==> src/rtl/rv_pkg.sv <==
// rv_pkg: shared ready/valid constants and width helper for the rv_* blocks.
package rv_pkg;
  localparam int RV_DATA_W = 32;
  localparam int RV_DEPTH = 4;
  localparam int RV_AFULL_TH = 3;
  function automatic int clog2(input int n);
    int r;
    r = 0;
    for (int v = n - 1; v > 0; v = v >> 1) r++;
    return r;
  endfunction
endpackage

==> src/rtl/rv_wrap_ptr.sv <==
// rv_wrap_ptr: index counter wrapping MAX-1 -> 0; clr input exists only with RVF_FLUSH_EN.
module rv_wrap_ptr
  import rv_pkg::*;
#(
  parameter int MAX = 4,
  localparam int PW = clog2(MAX)
) (
  input  logic          clk,
  input  logic          rst,
`ifdef RVF_FLUSH_EN
  input  logic          clr,
`endif
  input  logic          inc,
  output logic [PW-1:0] ptr
);
  logic clr_w;
`ifdef RVF_FLUSH_EN
  assign clr_w = clr;
`else
  assign clr_w = 1'b0;
`endif
  // explicit compare so non-power-of-2 depths wrap correctly
  always_ff @(posedge clk)
    if (rst || clr_w) ptr <= '0;
    else if (inc) ptr <= (ptr == PW'(MAX - 1)) ? '0 : ptr + 1'b1;
endmodule

==> src/rtl/rv_fifo_buf.sv <==
// rv_fifo_buf: DEPTH-entry ready/valid elastic buffer; flush port added with RVF_FLUSH_EN.
module rv_fifo_buf
  import rv_pkg::*;
#(
  parameter int DATA_W = RV_DATA_W,
  parameter int DEPTH = RV_DEPTH,
  parameter int AFULL_TH = RV_AFULL_TH,
  localparam int CNT_W = clog2(DEPTH + 1),
  localparam int PTR_W = clog2(DEPTH)
) (
  input  logic              clk,
  input  logic              rst,
`ifdef RVF_FLUSH_EN
  input  logic              flush,
`endif
  input  logic              in_valid,
  output logic              in_ready,
  input  logic [DATA_W-1:0] in_data,
  output logic              out_valid,
  input  logic              out_ready,
  output logic [DATA_W-1:0] out_data,
  output logic [CNT_W-1:0]  count,
  output logic              almost_full
);
  logic [DATA_W-1:0] mem_q [DEPTH];
  logic [CNT_W-1:0] count_q, count_d;
  logic [PTR_W-1:0] wr_ptr, rd_ptr;
  logic push, pop, clr, wr_en, rd_en;
`ifdef RVF_FLUSH_EN
  assign clr = flush;
`else
  assign clr = 1'b0;
`endif
  // flags come from registered count only, keeping out_ready off the in_ready path
  assign in_ready = count_q != CNT_W'(DEPTH);
  assign out_valid = count_q != '0;
  assign almost_full = count_q >= CNT_W'(AFULL_TH);
  assign count = count_q;
  assign out_data = mem_q[rd_ptr];
  assign push = in_valid & in_ready;
  assign pop = out_valid & out_ready;
  assign wr_en = push & ~clr;
  assign rd_en = pop & ~clr;
  always_comb count_d = clr ? '0 : count_q + CNT_W'(wr_en) - CNT_W'(rd_en);
  always_ff @(posedge clk)
    if (rst) begin
      count_q <= '0;
      for (int i = 0; i < DEPTH; i++) mem_q[i] <= '0;
    end else begin
      count_q <= count_d;
      if (wr_en) mem_q[wr_ptr] <= in_data;
    end
  rv_wrap_ptr #(.MAX(DEPTH)) u_wr (
    .clk(clk),
    .rst(rst),
`ifdef RVF_FLUSH_EN
    .clr(clr),
`endif
    .inc(wr_en),
    .ptr(wr_ptr)
  );
  rv_wrap_ptr #(.MAX(DEPTH)) u_rd (
    .clk(clk),
    .rst(rst),
`ifdef RVF_FLUSH_EN
    .clr(clr),
`endif
    .inc(rd_en),
    .ptr(rd_ptr)
  );
endmodule

==> config.mk <==
export PLATFORM = sky130hd
export DESIGN_NAME = rv_fifo_buf
export DESIGN_NICKNAME = d
export VERILOG_FILES = /design/src/rtl/rv_pkg.sv /design/src/rtl/rv_wrap_ptr.sv /design/src/rtl/rv_fifo_buf.sv
export SDC_FILE = /design/constraint.sdc
export NUM_CORES = 1
export LEC_CHECK = 0
export ABC_AREA = 1
export ABC_CLOCK_PERIOD_IN_PS = 4800
export BUFFER_PORTS_ARGS = -buffer_cell sky130_fd_sc_hd__buf_2
export CAP_MARGIN = 10
export CORE_MARGIN = 3
export CORE_UTILIZATION = 25
export CTS_CLUSTER_DIAMETER = 80
export CTS_CLUSTER_SIZE = 8
export DETAILED_ROUTE_END_ITERATION = 10
export GPL_ROUTABILITY_DRIVEN = 0
export PLACE_DENSITY = 0.52
export SETUP_SLACK_MARGIN = 0.5
export SYNTH_ARGS = -nofsm -noshare
export SYNTH_HDL_FRONTEND = slang
export SYNTH_SLANG_ARGS = --single-unit
==> constraint.sdc <==
create_clock -name clk -period 4.8 [get_ports clk]
set_clock_uncertainty 0.2 [all_clocks]
set_input_delay 0.96 -clock clk [delete_from_list [all_inputs] [get_ports clk]]
set_output_delay 0.96 -clock clk [all_outputs]
set_load 0.05 [all_outputs]
==> Word level (Yosys, flattened, before mapping) <==
Memory sizes are Yosys's and may differ from the RTL's. A register that Yosys moved wholly into a read port is not among the register bits.
Cells that the tools add are included.
{ "word_totals": {"ram_bits": 128, "out_inout_bits": 38, "n_memories": 1, "word_cells": 28, "regBits": 7, "input_bits": 36} }
{ "mem_list": {"columns": ["memory", "words", "word_bits", "rd", "rd_ports_with_merged_regs", "write_ports", "line", "source"], "rows": [
  ["mem_q", 4, 32, 1, 1, 4, "rv_fifo_buf.sv:25", "logic [DATA_W-1:0] mem_q [DEPTH];"]
]} }
{ "classes": {"n_lt_le_gt_ge": 1, "add_sub_neg": 4, "n_reduce_logical": 2, "n_eq_ne": 3, "bitwise": 2, "mux": 12} }
{ "ops": {"columns": ["op", "n"], "rows": [
  ["32-bit two-way mux", 1],
  ["32-bit OR reduction", 1],
  ["2-bit two-way mux", 5],
  ["1-bit two-way mux", 6],
  ["2-bit by 1-bit adder with 2-bit output (second input constant)", 2],
  ["2-bit equality test (second input constant)", 2],
  ["3-bit by 1-bit adder with 3-bit output", 1],
  ["3-bit by 2-bit greater-or-equal comparator with 1-bit output (second input constant)", 1],
  ["3-bit != test (second input constant)", 1],
  ["3-bit nonzero test", 1],
  ["3-bit by 1-bit subtractor with 3-bit output", 1],
  ["1-bit AND", 2]
]} }

==> Depth between registers and ports, before layout <==
{ "logic_depth": {"ltp_word": 7, "ltp_mapped": 11, "ltp_nobuf": 11} }

==> Hierarchy <==
From an unflattened synthesis, not the netlist that was laid out.
{ "hier_totals": {"cells_unflattened": 584, "area_unflattened_um2": 6302.3} }
{ "modules_own_cells": {"columns": ["module", "cells_per_inst", "instances", "seq_area_each_um2", "area_per_inst_um2"], "rows": [
  ["rv_fifo_buf", 556, 1, 3903.7, 6102.1],
  ["rv_wrap_ptr", 14, 2, 40.0, 100.1]
]} }

==> Least setup slack after synthesis <==
OpenSTA, ideal clock, no wires.
{ "synth_path": {"path_type": "flip-flop to flip-flop", "start": "register count_q[1], in the netlist count[1]", "end": "memory mem_q[0][0] (netlist bit) (enable)", "t_arrival_ns": 3.789, "path_stages_with_launch": 6, "setup_time_ns": 0.466, "n_path_buf": 1, "setup_slack_ns": 0.345, "t_required_ns": 4.134, "synth_period_minus_slack_ns": 4.455, "cell_sequence": "dfxtp_1 nor2_1 nand2_2 nand4_2 buf_4 o21ai_0"} }
{ "synth_rtl": {"columns": ["element", "line", "source"], "rows": [
  ["start, declared", "rv_fifo_buf.sv:26", "logic [CNT_W-1:0] count_q, count_d;"],
  ["start signal, assigned", "rv_fifo_buf.sv:50", "count_q <= count_d;"],
  ["end, declared", "rv_fifo_buf.sv:25", null]
]} }

==> results.toml <==
[run_status]
status = "completed"

[timing]
max_freq_mhz = 285.5
fin_ws_ns = 1.297
period_minus_slack_ns = 3.503
rsz0062_at_grt = "false"
fin_tns_setup_ns = 0
finalHoldViolCount = 0
timing.final.crit_share = 0.7298
tightest_slew_ns = 1.048
holdWs_ns = 0.3206
setup_violations = 0
slew_headroom = 0.3001
final_max_slew_viol_count = 0

[routing]
vias = 4344
dr.pass1.iters = 4
routed_wl_mm = 16.38
drt_iter0_markers = 327
drc = 0
post_drt_via_cell_ratio = 4.611
final_antenna_net_count = 0
wl_per_cell_um = 17.39

[clock_network]
htreeDepth = 4
cts.path.max_buffers = 2
cts.sink_count = 137
cts_resized = 0
clock-root-buffer = "clkbuf_16"
cts_hold_buffers = 0
path_clk_slew_ns = 0.05
numCtsBuffers = 17
clk_latency_ns = 0.41
cts_setup_buffers = 0
cts_tree = "built"

[synth]
synth-adder-area-share = 0.01341
synthTopCellsByCount = "128 x edfxtp_1, 106 x nor2_1, 69 x o21ai_0"
synth_area_leaders = "edfxtp_1 62%, nor2_1 6.5%, o21ai_0 5.6%"
synth-simple-area-share = 0.1798
synth_compound_area_frac = 0.09102
synth_ff_type = "edfxtp_1"
synth_nets = 590
async_reset_ff_frac = 0
synth_cells = 548
yosysWarnings = 0
synth.area.mux_share = 0
synth-edff-count = 128
synth.avg_cell_area_um2 = 11.24
synth_seq_area_share = 0.6534
synth_top_cell_by_area = "edfxtp_1"
synth_most_common_cell = "edfxtp_1"
synth_cell_types = 24
synth.cell_area_um2 = 6158
ys_ff_latch = 137
synth_top_area_frac = 0.6241
synth_xor_area_frac = 0.001422
synth_top_family_by_area = "simple AND/OR/NAND/NOR gates"

[die]
boundaryPins = 74
start_util = 0.2585
fp.dieH_um = 163.0
die_x_um = 163.0
num_rows = 56
dieArea_um2 = 26550
core_um2 = 23820

[worst_setup_path]
crit_path_max_fanout = 61
slowest_stage = "inv_2"
path_class = "register to output port"
crit_path_start_kind = "register"
required_ns = 3.64
path_cells = "inv_2, o21ai_0, o22ai_1, buf_2"
max_stage_delay_ns = 0.74
arrival_ns = 2.34
cp-end-kind = "output port"

[global_route]
antenna_found_initial = 0
grt_pass1_vias = 4433
grt_overflow_total = 0
grt.total_usage = 0.1240
grt_max_degree = 65
grt_pass1_wl_mm = 25.13

[power]
leakage_nw = 2.804
ir_drop_mv = 0.4654
power_density_nw_per_um2 = 593.8

[placement]
dp_worst_setup_slack_ns = 1.357
hpwl_mm = 9.346
dp.cells = 910
io_buffers = 73

[finish]
multiInputGateArea_um2 = 1814
antenna_cells = 0
num-fill-cells = 2491
syn_to_final_growth_pct = 20.13
seqCellArea_um2 = 4026
utilization = 0.3106
nets = 652
fin_cells = 942
drive_above_1_share = 0.2424

[flow_run]
drv_cap = 0

[hold_path]
hold_class = "register to register"
routing by layer:
metal,up-vias,GRT usage,share of wire
li1,2083,-,-
met1,2141,0.1624,0.45
met2,108,0.2033,0.49
met3,12,0.03128,0.046
met4,0,0.03614,0.011
met5,-,0,0
worst paths after layout:
path                  endpoint         from  cells after the start  slack (ns)
setup / recovery  out_data[10]     register                      4        1.30
hold / removal        register  u_rd.ptr[0]                      2        0.32
setup reg to reg  mem_q[2][25]  u_wr.ptr[0]                      7        1.76
hold reg to reg       register  u_rd.ptr[0]                      2        0.32
placed cells by master (no fill, tap or decap):
cell type,synthesis,final
buf_12,0,1
buf_2,18,73
buf_4,2,12
bufinv_16,0,1
clkbuf_1,20,5
clkbuf_16,0,17
clkinv_1,3,6
clkinv_2,0,4
clkinvlp_4,0,1
dfxtp_1,9,7
dfxtp_2,0,2
edfxtp_1,128,128
fa_1,1,1
ha_1,5,5
inv_1,39,39
inv_2,1,1
inv_6,0,1
nand2_1,6,6
nand2_2,1,1
nand3_1,2,1
nand3_2,0,1
nand4_1,1,1
nand4_4,1,2
nor2_1,106,105
nor2_4,0,1
nor3_1,66,66
nor3_2,30,30
o21ai_0,69,66
o21ai_1,3,3
o21ai_4,0,3
o22ai_1,32,32
xor2_1,1,1
critical path, delay by kind of cell (launching register included):
family / cells / cell delay [ns]
DFF: 1 / 0.32
AOI/OAI and AO/OA: 2 / 0.52
buffers and inverters: 2 / 1.08
cell families after synthesis:
family | Yosys count
compound gates | 104
xor+xnor | 1
fa+ha+maj | 6
buf+inv | 86
flops | 137
simple gates | 214
state kept, by name, summed over array words and instances (netlist names), named ones only:
| register | flops |
|---|---|
| u_wr.ptr | 2 |
| u_rd.ptr | 2 |
| mem_q | 128 |
| count | 3 |
report_power, final:
| part | internal [mW] | total (mW) | leakage [nW] | switching (mW) |
|---|---|---|---|---|
| Sequential | 1.50 | 1.55 | 1.40 | 0.0525 |
| Combinational | 0.354 | 1.66 | 1.15 | 1.31 |
| Clock | 0.704 | 1.17 | 0.255 | 0.471 |
| Total | 2.56 | 4.39 | 2.80 | 1.83 |
final cells by class:
cell class | count | share of cell area
well taps | 319 | 0.05395
clock buffers | 22 | 0.06004
clock inverters | 10 | 0.01049
repair buffers | 86 | 0.06427
multi-input cells | 325 | 0.2452
flip-flops and latches | 137 | 0.5442
inverters | 43 | 0.02182
metrics by stage:
| stage | power [mW] | area [um2] |
|---|---|---|
| after floorplan | 2.795 | 6158 |
| after global placement | 3.253 | 6877 |
| after detailed placement | 3.268 | 6877 |
| after CTS | 4.446 | 7398 |
| after global routing | 4.619 | 7398 |
| final | 4.393 | 7398 |
(Power assumes the default switching activity.)
